`src/rtl/ccd_pattern_gen.sv`:
```
// ccd_pattern_gen
// Synthetic CCD raster source. Emits FVAL/LVAL-framed 10-bit test patterns
// with the same timing a sensor head presents to the capture stage.
//
// Ports
//   iCLK         pixel clock
//   iRST         asynchronous active-low reset
//   iSTART       sets the run flag (level or pulse)
//   iEND         clears the run flag (wins over iSTART)
//   iPATTERN     pattern select, latched when a frame starts
//   oFVAL        frame valid
//   oLVAL        line valid
//   oDATA        pixel data, 0 outside oLVAL
//   oX_Cont      column of the pixel on oDATA, 0 outside oLVAL
//   oY_Cont      line index within the frame, 0 outside oFVAL
//   oFrame_Cont  frames started since reset (wraps)
//   oBUSY        high whenever the sequencer is not idle
//
// state | meaning
// ------+--------------------------------------------------------------
// IDLE  | stopped, all raster outputs 0
// VBLK  | vertical blanking, FVAL low for V_BLANK cycles
// LEAD  | FVAL high, LVAL low for H_BLANK cycles before line 0
// ACT   | active pixels, LVAL high for H_ACTIVE cycles
// HBLK  | line blanking, LVAL low for H_BLANK cycles after each line

module ccd_pattern_gen #(
    parameter int H_ACTIVE = 1280,
    parameter int V_ACTIVE = 1024,
    parameter int H_BLANK  = 64,
    parameter int V_BLANK  = 256
) (
    input  logic        iCLK,
    input  logic        iRST,
    input  logic        iSTART,
    input  logic        iEND,
    input  logic [1:0]  iPATTERN,
    output logic        oFVAL,
    output logic        oLVAL,
    output logic [9:0]  oDATA,
    output logic [10:0] oX_Cont,
    output logic [10:0] oY_Cont,
    output logic [31:0] oFrame_Cont,
    output logic        oBUSY
);

    localparam logic [10:0] H_LAST  = 11'(H_ACTIVE - 1);
    localparam logic [10:0] V_LAST  = 11'(V_ACTIVE - 1);
    localparam logic [15:0] HB_LOAD = 16'(H_BLANK - 1);
    localparam logic [15:0] VB_LOAD = 16'(V_BLANK - 1);

    typedef enum logic [2:0] {
        S_IDLE,
        S_VBLK,
        S_LEAD,
        S_ACT,
        S_HBLK
    } state_t;

    state_t       state_q;
    logic         run_q;
    logic         first_q;
    logic [15:0]  blk_cnt_q;
    logic [1:0]   pat_q;
    logic         fval_q;
    logic         lval_q;
    logic [9:0]   data_q;
    logic [10:0]  x_q;
    logic [10:0]  y_q;
    logic [31:0]  frame_cnt_q;
    logic         busy_q;
    logic [31:0]  frame_cnt_d;

    assign oFVAL       = fval_q;
    assign oLVAL       = lval_q;
    assign oDATA       = data_q;
    assign oX_Cont     = x_q;
    assign oY_Cont     = y_q;
    assign oFrame_Cont = frame_cnt_q;
    assign oBUSY       = busy_q;

    assign frame_cnt_d = frame_cnt_q + 32'd1;

    function automatic logic [9:0] pix(input logic [1:0]  sel,
                                       input logic [10:0] x,
                                       input logic [10:0] y,
                                       input logic [31:0] fc);
        logic [9:0] v;
        case (sel)
            2'd0:    v = x[9:0];
            2'd1:    v = y[9:0];
            2'd2:    v = (x[6] ^ y[6]) ? 10'h3FF : 10'h000;
            default: v = x[9:0] + y[9:0] + fc[9:0];
        endcase
        return v;
    endfunction

    always_ff @(posedge iCLK or negedge iRST) begin
        if (!iRST) begin
            run_q <= 1'b0;
        end else if (iEND) begin
            run_q <= 1'b0;
        end else if (iSTART) begin
            run_q <= 1'b1;
        end
    end

    // first_q marks the VBLK entered straight from IDLE: a start request
    // always yields at least one frame, even if iEND follows before the
    // blanking ends. Later VBLKs consult the run flag.
    always_ff @(posedge iCLK or negedge iRST) begin
        if (!iRST) begin
            state_q     <= S_IDLE;
            first_q     <= 1'b0;
            blk_cnt_q   <= 16'd0;
            pat_q       <= 2'd0;
            fval_q      <= 1'b0;
            lval_q      <= 1'b0;
            data_q      <= 10'd0;
            x_q         <= 11'd0;
            y_q         <= 11'd0;
            frame_cnt_q <= 32'd0;
            busy_q      <= 1'b0;
        end else begin
            case (state_q)
                S_IDLE: begin
                    fval_q <= 1'b0;
                    lval_q <= 1'b0;
                    data_q <= 10'd0;
                    x_q    <= 11'd0;
                    y_q    <= 11'd0;
                    if (run_q) begin
                        state_q   <= S_VBLK;
                        blk_cnt_q <= VB_LOAD;
                        first_q   <= 1'b1;
                        busy_q    <= 1'b1;
                    end
                end
                S_VBLK: begin
                    if (blk_cnt_q == 16'd0) begin
                        if (run_q || first_q) begin
                            state_q     <= S_LEAD;
                            fval_q      <= 1'b1;
                            pat_q       <= iPATTERN;
                            frame_cnt_q <= frame_cnt_d;
                            blk_cnt_q   <= HB_LOAD;
                            first_q     <= 1'b0;
                        end else begin
                            state_q <= S_IDLE;
                            busy_q  <= 1'b0;
                        end
                    end else begin
                        blk_cnt_q <= blk_cnt_q - 16'd1;
                    end
                end
                S_LEAD: begin
                    if (blk_cnt_q == 16'd0) begin
                        state_q <= S_ACT;
                        lval_q  <= 1'b1;
                        x_q     <= 11'd0;
                        y_q     <= 11'd0;
                        data_q  <= pix(pat_q, 11'd0, 11'd0, frame_cnt_q);
                    end else begin
                        blk_cnt_q <= blk_cnt_q - 16'd1;
                    end
                end
                S_ACT: begin
                    if (x_q == H_LAST) begin
                        state_q   <= S_HBLK;
                        lval_q    <= 1'b0;
                        x_q       <= 11'd0;
                        data_q    <= 10'd0;
                        blk_cnt_q <= HB_LOAD;
                    end else begin
                        x_q    <= x_q + 11'd1;
                        data_q <= pix(pat_q, x_q + 11'd1, y_q, frame_cnt_q);
                    end
                end
                S_HBLK: begin
                    if (blk_cnt_q == 16'd0) begin
                        if (y_q == V_LAST) begin
                            state_q   <= S_VBLK;
                            fval_q    <= 1'b0;
                            y_q       <= 11'd0;
                            blk_cnt_q <= VB_LOAD;
                        end else begin
                            state_q <= S_ACT;
                            lval_q  <= 1'b1;
                            x_q     <= 11'd0;
                            y_q     <= y_q + 11'd1;
                            data_q  <= pix(pat_q, 11'd0, y_q + 11'd1, frame_cnt_q);
                        end
                    end else begin
                        blk_cnt_q <= blk_cnt_q - 16'd1;
                    end
                end
                default: begin
                    state_q <= S_IDLE;
                    busy_q  <= 1'b0;
                end
            endcase
        end
    end

endmodule

```
`config.mk`:
```
export PLATFORM = sky130hd
export DESIGN_NAME = ccd_pattern_gen
export DESIGN_NICKNAME = d
export VERILOG_FILES = /design/src/rtl/ccd_pattern_gen.sv
export SDC_FILE = /design/constraint.sdc
export NUM_CORES = 1
export LEC_CHECK = 0
export ABC_AREA = 1
export ABC_CLOCK_PERIOD_IN_PS = 3120
export CORE_MARGIN = 8
export CORE_UTILIZATION = 59
export CTS_BUF_LIST = sky130_fd_sc_hd__clkbuf_8
export DETAILED_ROUTE_END_ITERATION = 10
export HOLD_SLACK_MARGIN = 0.03
export PLACE_DENSITY = 0.83
export SLEW_MARGIN = 10
export SYNTH_ARGS = -nofsm -noshare
export SYNTH_HDL_FRONTEND = slang
export SYNTH_SLANG_ARGS = --single-unit
```
`constraint.sdc`:
```
create_clock -name iCLK -period 3.12 [get_ports iCLK]
set_clock_uncertainty 0.05 [all_clocks]
set_input_delay 0.624 -clock iCLK [delete_from_list [all_inputs] [get_ports iCLK]]
set_output_delay 0.624 -clock iCLK [all_outputs]
set_load 0.005 [all_outputs]
```
==> impl_metrics.env <==
export IMPL_critPathMaxFanout=5
export IMPL_netSwitchingPower_mw=1.78
export IMPL_avgRoutedWirePerCell_um=16.3
export IMPL_synth_top_family_by_area="simple AND/OR/NAND/NOR gates"
export IMPL_drtPass1Iterations=5
export IMPL_grt_pass1_vias=6241
export IMPL_drt_first_iter_violations=892
export IMPL_maxCapViolations=0
export IMPL_syn_area_per_cell_um2=6.90
export IMPL_cts_sinks=90
export IMPL_worst_path_buf_inv=1
export IMPL_synthMuxAreaShare=0
export IMPL_dieArea_um2=14900
export IMPL_start_kind="flop"
export IMPL_root_buffer="clkbuf_8"
export IMPL_p_seq_frac=0.361
export IMPL_synth_top_area_cell="dfrtp_1"
export IMPL_hpwl_mm=15.1
export IMPL_ir_worst_vdd_uv=369
export IMPL_critPathKind="flop to flop"
export IMPL_cts_htree_levels=3
export IMPL_r2r_end="oDATA[6]"
export IMPL_hold_violations=0
export IMPL_gr_total_overflow=0
export IMPL_remaining_drc_errors=0
export IMPL_synth_simple_area_share=0.325
export IMPL_grt_antenna_before_repair=0
export IMPL_setup_slack_ns=0.115
export IMPL_vias=6876
export IMPL_rrSetupSlack_ns=0.12
export IMPL_avgViaCountPerCell=5.72
export IMPL_clock_path_buffers=2
export IMPL_crit_slowest_cell="fa_1"
export IMPL_slew_headroom=0.603
export IMPL_final_cell_count_no_fill=1202
export IMPL_diodes=0
export IMPL_cts_tree="done"
export IMPL_synth_compound_area_frac=0.108
export IMPL_async_flop_share=1.00
export IMPL_swShare=0.454
export IMPL_power_density_nw_per_um2=496
export IMPL_synth_adder_area_share=0.0746
export IMPL_fmax_mhz=333
export IMPL_synth_warnings=0
export IMPL_finalSetupViolations=0
export IMPL_grt_pass1_wl_mm=31.2
export IMPL_crit_family="adder cells"
export IMPL_ys_types=36
export IMPL_final_max_slew_viol_count=0
export IMPL_grt_max_degree=49
export IMPL_finalWirelength_mm=19.6
export IMPL_worst_r2r_startpoint="oX_Cont[1]"
export IMPL_syn_num_nets=1002
export IMPL_cts_clk_slew_worst_paths_ns=0.11
export IMPL_clock_latency_ns=0.41
export IMPL_worst_path_most_repeated_cell="nand2_1"
export IMPL_dpl_cell_count=1184
export IMPL_cp_end_kind="flop"
export IMPL_cpPeakStageDelay_ns=0.49
export IMPL_ant_nets=0
export IMPL_dieHeight_um=122
export IMPL_drive_above_1_share=0.0659
export IMPL_path_cells="buf_4, nand3_1, xor2_1, fa_1, ha_1, a21oi_1, a21oi_1, nor2_1, xor2_1, a21oi_1, nand2_1, nand2_1, nand2_1, nand2_1"
export IMPL_synth_xor_area_share=0.0725
export IMPL_fin_util=0.724
export IMPL_combinationalPowerShare=0.432
export IMPL_crit_end="oDATA[6]"
export IMPL_ys_seq_area_frac=0.339
export IMPL_cp_startpoint="oX_Cont[1]"
export IMPL_ys_ff_latch=90
export IMPL_ys_top_cells_by_area="dfrtp_1 (34%), nand2_1 (16%), inv_1 (6.6%), nor2_1 (5.9%), nand3_1 (5.4%)"
export IMPL_critPathRequiredTime_ns=3.36
export IMPL_total_leakage_power_nw=3.80
export IMPL_rows=38
export IMPL_p_int_mw=2.14
export IMPL_start_util=0.607
export IMPL_area_growth_pct=19.2
export IMPL_yosys_area_top_type_share=0.339
export IMPL_hold_class="input pin to async pin"
export IMPL_cp_arrival_ns=3.25
export IMPL_gp_congestion=0.977
export IMPL_io_buffers=72
export IMPL_status="complete, no violations"
export IMPL_clkPwrFrac=0.207
export IMPL_io_pins=73
export IMPL_nFillCells=912
export IMPL_period_share=0.963
export IMPL_pre_cts_ws_ns=0.0880
export IMPL_coreArea_um2=10900
export IMPL_nNetsFinal=1096
export IMPL_synth_edf_count=0
export IMPL_rsz0062_at_grt="yes"
export IMPL_worst_pin_slew_ns=0.595
export IMPL_cts_hold_buf=0
export IMPL_fin_crit_ns=3.00
export IMPL_synth_area_um2=6640
export IMPL_synth_cells=963
export IMPL_p_total_mw=3.92
export IMPL_crit_cells=14
export IMPL_die_w_um=122
export IMPL_reg2regPathDepth=14
export IMPL_numCtsBuffers=9
export IMPL_synth_main_ff_cell="dfrtp_1"
export IMPL_grt_usage=0.265
[worst reg2reg max path: stages (launching register included)]
cell,delay [ns]
dfrtp_1,0.39
buf_4,0.14
nand3_1,0.14
xor2_1,0.33
fa_1,0.49
ha_1,0.37
a21oi_1,0.23
a21oi_1,0.10
nor2_1,0.13
xor2_1,0.16
a21oi_1,0.08
nand2_1,0.08
nand2_1,0.09
nand2_1,0.08
nand2_1,0.04
[cell usage in the layout (no fill, tap or decap), types with 2 or more instances in the layout]
master           count
nor3_1              26
clkdlybuf4s50_1     71
inv_1              116
nor2_1             104
o21ai_0             66
a21oi_1             30
nand4_1             17
clkbuf_8             9
a21oi_2              3
or2_2                3
o211ai_1             3
o31ai_1              2
xor2_1              37
buf_4               29
nor4_1               7
nand2_2              2
nor2_2               4
nand2_1            276
a21o_1               2
ha_1                20
o22ai_1             12
inv_6                3
inv_2                5
fa_1                10
dfrtp_1             90
inv_8                2
a22oi_1              6
a31oi_1              2
xnor2_1             17
nand3_1             71
[how the worst min path moves through the flow]
stage	start	end	cells past startpoint
floorplan	iRST	blk_cnt_q[0]	0
global placement	oDATA[5]	oDATA[5]	2
detailed placement	oDATA[4]	oDATA[4]	2
CTS	iRST	oFrame_Cont[9]	1
global route	iRST	oY_Cont[9]	1
finish	iRST	oY_Cont[8]	1
[sequential cells by signal, summed over array words and instances, names as in the netlist]
signal and flops:
pat_q 2, oFVAL 1, oFrame_Cont 32, oBUSY 1, oLVAL 1, oY_Cont 11
run_q 1, first_q 1, oDATA 10, blk_cnt_q 16, oX_Cont 11, state_q 3
[routing by layer]
layer | share of wire | vias up | GRT usage
met2 | 0.44 | 353 | 0.399
met3 | 0.10 | 35 | 0.0736
met1 | 0.44 | 3184 | 0.362
met4 | 0.020 | 0 | 0.0838
met5 | 0 | - | 0
li1 | - | 3304 | -
[area by class of cell]
cell class | instances | area, um^2 | share of cell area
clock inverters | 7 | 65.1 | 0.00822
clock buffers | 9 | 124 | 0.0156
multi-input cells | 734 | 3900 | 0.492
flip-flops and latches | 90 | 2250 | 0.284
repair buffers | 101 | 948 | 0.120
inverters | 121 | 454 | 0.0574
well taps | 140 | 175 | 0.0221
[cell families (layout without fill, tap and decap cells)]
family / after synthesis / after routing
and+or+nand+nor: 515 / 515
AOI/OAI and AO/OA: 131 / 131
buffers and inverters: 139 / 238
xor gates and xnor gates: 55 / 55
adders and majority gates: 33 / 33
DFF: 90 / 90
[synth_stat cells (3+ instances only)]
cell type	instances
nor2_2	3
buf_2	8
o22ai_1	12
o211ai_1	3
or2_2	3
ha_1	22
nand3_1	71
clkbuf_1	10
nand4_1	17
o21ai_0	66
xor2_1	38
nor3_1	26
inv_1	117
a21oi_1	33
fa_1	11
inv_2	4
nor4_1	7
dfrtp_1	90
nand2_1	277
xnor2_1	17
a22oi_1	6
nor2_1	105
[metrics by stage]
stage,hold slack (ns),area [um^2],TNS (ns)
6_report,0.152,7920,0
5_1_grt,0.179,7920,-0.0558
4_1_cts,0.156,7860,0
3_5_place_dp,0.415,7670,0
3_3_place_gp,0.412,7670,0
2_1_floorplan,0.278,6640,0
[what timing repair did]
item                       CTS  global route
resized for setup            0            11
buffers inserted             0             2
setup endpoints to repair    0             6
[power groups by stage]
stage	registers [mW]	clock network [mW]	logic, mW
floorplan	1.43	0	1.11
global placement	1.44	0	1.63
detailed placement	1.44	0	1.65
CTS	1.42	0.826	1.66
global route	1.43	0.875	1.87
finish	1.42	0.814	1.69
Power figures use the tool's default switching activity.
